### config.mk
export PLATFORM = sky130hd
export DESIGN_NAME = sat_ctr
export DESIGN_NICKNAME = d
export VERILOG_FILES = /design/src/rtl/cnt_chk_pkg.sv /design/src/rtl/sat_ctr.sv
export SDC_FILE = /design/constraint.sdc
export NUM_CORES = 1
export LEC_CHECK = 0
export BUFFER_PORTS_ARGS = -buffer_cell sky130_fd_sc_hd__buf_2
export CELL_PAD_IN_SITES_DETAIL_PLACEMENT = 0
export CELL_PAD_IN_SITES_GLOBAL_PLACEMENT = 1
export CORE_AREA = 8 8 45 47
export DETAILED_ROUTE_END_ITERATION = 8
export DIE_AREA = 0 0 53 55
export HOLD_SLACK_MARGIN = 0.03
export PLACE_DENSITY = 0.61
export SYNTH_ARGS = -nofsm -noshare
export SYNTH_HDL_FRONTEND = slang
export SYNTH_SLANG_ARGS = --single-unit
### constraint.sdc
create_clock -name clk -period 1.6 [get_ports clk]
set_clock_uncertainty 0.05 [all_clocks]
set_input_delay 0.24 -clock clk [delete_from_list [all_inputs] [get_ports clk]]
set_output_delay 0.24 -clock clk [all_outputs]
set_load 0.03 [all_outputs]
### src/rtl/cnt_chk_pkg.sv
// Shared types, default widths and the reference next-count rule for the
// up/down counter checker.
package cnt_chk_pkg;

  localparam int unsigned CNT_W  = 4;
  localparam int unsigned STAT_W = 8;

  typedef enum logic [1:0] {
    IDLE  = 2'd0,
    SYNC  = 2'd1,
    CHECK = 2'd2
  } chk_state_t;

  // Computed at 32 bits; callers truncate, which gives the mod 2^WIDTH wrap.
  function automatic logic [31:0] cnt_next(input logic [31:0] count,
                                           input logic        load_en,
                                           input logic [31:0] load,
                                           input logic        down);
    if (load_en) begin
      return load;
    end else if (down) begin
      return count - 32'd1;
    end else begin
      return count + 32'd1;
    end
  endfunction

endpackage

### src/rtl/sat_ctr.sv
// Saturating event counter: counts inc pulses, sticks at all-ones, clears on reset only.
module sat_ctr
  import cnt_chk_pkg::*;
#(
  parameter int unsigned W = STAT_W
) (
  input  logic         clk,
  input  logic         rstn,
  input  logic         inc,
  output logic [W-1:0] value
);

  logic [W-1:0] value_q, value_d;

  always_comb begin
    value_d = value_q;
    if (inc && (value_q != {W{1'b1}})) begin
      value_d = value_q + W'(1);
    end
  end

  always_ff @(posedge clk or negedge rstn) begin
    if (!rstn) begin
      value_q <= '0;
    end else begin
      value_q <= value_d;
    end
  end

  assign value = value_q;

endmodule

==> results.txt, run 1 <==
Clock Latency Late Sink - 0.26 ns
Relative slew slack - 85.3%
Slowest CP cell - dfrtp_2
Port Buf Inserts - 10
Static leakage - 0.246 nW
Initial antenna violation count - 0
Fin. max-slew vios - 0
Avg Cell Area, Syn - 12.0 µm²
Sinks on Clock Net - 8
Chip Height - 55 µm
Starting Density - 29.5%
Mapped Cells - 34
WP data arrival - 1.56 ns
Global-route wire length before repair - 1.50 mm
Total number of H-tree levels - 1
Maximum clock rate - 679 MHz
Final nets - 58
Post-synth top cells - 8 x dfrtp_1, 2 x a21oi_1, 2 x a31oi_1, 2 x a41oi_1, 2 x nand3_1
Std cell rows - 14
I/O pin count - 11
RSZ-0062 raised after global routing - false
Largest register FFs - 8
Slew @ Worst Pin - 0.221 ns
Fillers - 144
Final WL - 1.02 mm
Hold Crit Start - inc
Yosys cell types - 23
Die area - 0.00292 mm²
Top_reg_cell synth - dfrtp_1
Area Overhead vs Synth - 37.1%
Top-count cell post-synth - dfrtp_1
Min-delay worst type - in2reg
CTS Buf Count - 3
# setup viols final - 0
Crit-path cells - ha_4 -> nand4_1 -> o21ai_2 -> mux2_1
First-iteration detailed-routing DRC count - 9
CP peak stage delay - 0.41 ns
Final ANT Viol Nets - 0
Total gr overflow - 0
Dpl hpwl - 743 µm
Synth warn - 0
Longest Clk Path Bufs - 2
Post-synth top area share - 49.1%
First-pass iteration count of the detailed router - 4
Crit path launch - value[0]
Cell Area, Synth - 408 µm²
Hold depth - 3
Gpl congestion - 0.837
Top post-synthesis cells by area - dfrtp_1 49%, a41oi_1 4.3%, a311oi_2 3.7%, mux2_4 3.7%, a31oi_1 3.1%
Max_cap viols - 0
Critical Path RT - 1.69 ns
Pwr per Cell Area - 1990 mW/mm²
Worst-path fanout max - 5
Core area - 0.00138 mm²
Period utilization - 92.0%
Post-synth EDFFs - 0
Die width - 53 µm
Via count - 363
Routed length per instance - 14.8 µm
Total power - 1.11 mW
Final Hold Viols - 0
Asr flop ratio synth - 100%
Share of cells above drive strength 1 - 49.1%
Critical path class - reg2reg
Clock slew at reported path FFs - 0.06 ns
Critical Path Source Type - flop
Crit path time final - 1.47 ns
Post-synth top area cell - dfrtp_1
Hold_ws - 0.276 ns
FF+latch area - 203 µm²
Sequential area share after synthesis - 49.1%
R2r startpoint - value[0]
Total global-route track usage - 7.41%
Setup TNS - 0 ns
DRC Markers - 0
Reg2Reg Depth - 4
Root Driver - clkbuf_4
Crit path capture type - flop
ANT cells - 0
Syn nets - 38
Pin count of the biggest net entering global routing - 9
Avg Vias per Cell - 5.26
Synth Register Bits - 8
Status - complete, no violations
Worst IR drop on VDD - 0.801 mV
Vias in the first global route - 323
Area of the multi-input gates - 216 µm²
CTS tree - yes
cell families after synthesis:
kind of cell / Yosys count / synth area share, %
xor+xnor: 2 / 4.30
buf+inv: 1 / 0.919
fa+ha+maj: 1 / 3.07
flops: 8 / 49.1
compound gates: 11 / 21.2
simple gates: 9 / 15.0
mux: 2 / 6.44
final cells by class:
class / count / share of cell area [%]
multi-input combinational: 25 / 38.7
sequential: 8 / 36.2
timing repair buffer: 15 / 16.1
clock buffer: 4 / 4.70
tap: 16 / 3.58
inverter: 1 / 0.671
final timing paths:
path / endpoint / slack, ns
max in group asynchronous: value[1] / 1.01
min reg2reg: value[0] / 0.49
min in group asynchronous: value[3] / 0.30
max: value[1] / 0.13
min: value[2] / 0.28
max reg2reg: value[1] / 0.13
stage by stage:
step                instance area, µm²  cells  utilization (%)  setup WS [ns]
global route                       559     69             40.4         0.0363
global placement                   495     62             35.8         0.0837
floorplan                          410     34                -         0.0498
CTS                                532     67             38.4         0.0112
finish                             559     69             40.4          0.127
detailed placement                 495     62             35.8         0.0449
routing by layer:
| metal | share of wire [%] | up-vias | GRT usage [%] |
|---|---|---|---|
| met1 | 40 | 171 | 7.38 |
| li1 | - | 172 | - |
| met4 | 2.5 | 0 | 5.17 |
| met3 | 9.0 | 4 | 3.74 |
| met2 | 48 | 16 | 11.9 |
| met5 | 0 | - | 0 |
cells in the final DEF, fill, tap and decap left out, drive strengths merged:
cell / instances
a41oi: 2
nand4: 1
buf: 14
nor3: 1
inv: 1
and3: 1
o211ai: 1
a31oi: 2
nand2: 1
nand3: 3
xor2: 1
nor2: 1
a21oi: 2
dlygate4sd3: 1
ha: 1
xnor2: 1
a21boi: 1
dfrtp: 8
o21ai: 1
a311oi: 1
mux2: 2
and4: 1
o21a: 1
clkbuf: 4
where the power goes:
group          switching [mW]  leakage, nW  internal (mW)  total [mW]
combinational           0.326        0.135          0.203       0.528
clock                  0.0702       0.0150         0.0955       0.166
sequential              0.128       0.0958          0.292       0.420
total                   0.524        0.246          0.590        1.11
worst max-delay path: cells and delay by family (launching register included):
family | cells | cell delay [ns]
compound gates | 1 | 0.21
fa+ha+maj | 1 | 0.17
flops | 1 | 0.41
mux | 1 | 0.35
simple gates | 1 | 0.15
what timing repair did:
action	CTS	global route
endpoints found under the hold margin	8	0
hold buffers	1	0
buffers inserted	0	2
endpoints found under the setup margin	0	1
resized for setup	0	2
Power figures use the tool's default switching activity.
==> inputs of run 2 (changes only) <==
Settings changed: CELL_PAD_IN_SITES_DETAIL_PLACEMENT 0 to 1, CELL_PAD_IN_SITES_GLOBAL_PLACEMENT 1 to 2, CORE_AREA 8 8 45 47 to default, CORE_MARGIN from default to 8, CORE_UTILIZATION from default to 30, DIE_AREA 0 0 53 55 to default, MAX_ROUTING_LAYER from default to met4, PLACE_DENSITY 0.61 to 0.71.
==> results.txt, run 2 (synthesis results as in run 1) <==
Routed length per instance - 16.3 µm (was 14.8 µm)
Longest Clk Path Bufs - 2 (unchanged)
Sw Pwr - 0.514 mW (was 0.524 mW)
Final Hold Viols - 0 (unchanged)
Status - complete, no violations (unchanged)
Critical Path Source Type - flop (unchanged)
Final ANT Viol Nets - 0 (unchanged)
Static leakage - 0.239 nW (was 0.246 nW)
Worst IR drop on VDD - 0.796 mV (was 0.801 mV)
Most common cell after layout, fill and taps aside - buf_2 (unchanged)
Crit path capture type - flop (unchanged)
Clock slew at reported path FFs - 0.05 ns (was 0.06 ns)
First-pass iteration count of the detailed router - 4 (unchanged)
Most frequent cells in the layout - 10 x buf_2, 6 x dfrtp_1, 3 x clkbuf_4, 3 x buf_4 (was 10 x buf_2, 6 x dfrtp_1, 4 x buf_4)
Critical Path RT - 1.69 ns (about the same)
Gpl congestion - 0.763 (was 0.837)
I/O pin count - 11 (unchanged)
Fin. max-slew vios - 0 (unchanged)
Sinks on Clock Net - 8 (unchanged)
Starting Density - 31.7% (was 29.5%)
Critical path class - reg2reg (unchanged)
CTS tree - yes (unchanged)
Period utilization - 96.2% (was 92.0%)
WP data arrival - 1.63 ns (was 1.56 ns)
# setup viols final - 0 (unchanged)
Global-route wire length before repair - 1.81 mm (was 1.50 mm)
Hold_ws - 0.277 ns (was 0.276 ns)
Final nets - 57 (was 58)
Net switching fraction of the power - 47.5% (was 47.0%)
Pin count of the biggest net entering global routing - 9 (unchanged)
Chip Height - 52.9 µm (was 55 µm)
CTS Buf Count - 3 (unchanged)
RSZ-0062 raised after global routing - false (unchanged)
Dpl hpwl - 805 µm (was 743 µm)
Fillers - 144 (unchanged)
Die area - 0.00280 mm² (was 0.00292 mm²)
Min-delay worst type - in2reg (unchanged)
Core area - 0.00128 mm² (was 0.00138 mm²)
Vias in the first global route - 376 (was 323)
Maximum clock rate - 650 MHz (was 679 MHz)
Area Overhead vs Synth - 31.6% (was 37.1%)
Worst-path fanout max - 5 (unchanged)
Avg Vias per Cell - 5.62 (was 5.26)
Die width - 52.9 µm (was 53 µm)
Via count - 371 (was 363)
First-iteration detailed-routing DRC count - 6 (was 9)
Final core occ - 41.8% (was 40.4%)
Internal power - 0.569 mW (was 0.590 mW)
Final WL - 1.08 mm (was 1.02 mm)
Total global-route track usage - 9.42% (was 7.41%)
Initial antenna violation count - 0 (unchanged)
Root Driver - clkbuf_4 (unchanged)
Crit path time final - 1.54 ns (was 1.47 ns)
ANT cells - 0 (unchanged)
Logic pwr share - 47.8% (was 47.4%)
Max_cap viols - 0 (unchanged)
Std cell rows - 13 (was 14)
Total number of H-tree levels - 1 (unchanged)
Total gr overflow - 0 (unchanged)
Port Buf Inserts - 10 (unchanged)
Pwr per Cell Area - 2020 mW/mm² (was 1990 mW/mm²)
Relative slew slack - 82.7% (was 85.3%)
Clock Latency Late Sink - 0.26 ns (about the same)
Setup TNS - 0 ns (unchanged)
Seq pwr share - 37.5% (was 37.7%)
Share of cells above drive strength 1 - 49.0% (was 49.1%)
Slew @ Worst Pin - 0.259 ns (was 0.221 ns)
Largest register FFs - 8 (unchanged)
DRC Markers - 0 (unchanged)
Clock Power Share - 14.7% (was 14.9%)
run 2: cell types whose count changed in the layout (fill, tap and decap cells not counted):
| cell | delta |
|---|---|
| buf_4 | -1 |
| ha_2 | +1 |
| clkbuf_1 | -1 |
| ha_4 | -1 |
run 2: power by group through the flow:
stage | combinational (mW) | sequential (mW) | clock, mW
floorplan | 0.184 | 0.566 | 0
global placement | 0.500 | 0.403 | 0
detailed placement | 0.514 | 0.410 | 0
CTS | 0.518 | 0.407 | 0.165
global route | 0.563 | 0.422 | 0.177
finish | 0.518 | 0.406 | 0.159
run 2: final cells by class:
type / instances / area (µm²) / area share [%]
multi-input combinational: 25 / 206 / 38.5
timing repair buffer: 14 / 82.6 / 15.4
clock buffer: 3 / 22.5 / 4.20
tap: 15 / 18.8 / 3.50
inverter: 1 / 3.75 / 0.699
sequential: 8 / 203 / 37.8
run 2: worst paths after layout:
kind,from,end,slack [ns],cells past startpoint
worst max-delay path,value[0],value[1],0.06,4
worst min-delay path,inc,value[2],0.28,3
worst max register to register,value[0],value[1],0.06,4
min in group asynchronous,rstn,value[4],0.30,2
max in group asynchronous,rstn,value[0],1.01,2
worst min register to register,value[0],value[0],0.45,1
run 2: metrics by stage:
stage          cells  power (mW)  setup slack (ns)  cell area [µm²]
2_1_floorplan     34       0.750            0.0498              410
3_3_place_gp      61       0.903             0.111              494
3_5_place_dp      61       0.924            0.0354              494
4_1_cts           65        1.09            0.0208              527
5_1_grt           66        1.16          0.000214              537
6_report          66        1.08            0.0608              537
run 2: critical path, cell delays in order, from the launching register on:
cell and delay [ns]:
dfrtp_2 0.39, ha_2 0.23, nand4_1 0.18, o21ai_2 0.24
mux2_1 0.33
run 2: timing repair:
action / 4_1_cts / 5_1_grt
setup endpoints to repair: 0 / 1
hold endpoints to repair: 8 / 0
resized for setup: 0 / 1
hold buffers: 1 / 0
buffers inserted: 0 / 1
run 2: metal layers:
metal | vias to the layer above | share of wire [%] | GRT usage, %
met2 | 9 | 49 | 12.5
met1 | 187 | 42 | 10.5
li1 | 170 | - | -
met4 | 0 | 3.3 | 7.76
met5 | - | 0 | -
met3 | 5 | 5.9 | 4.20
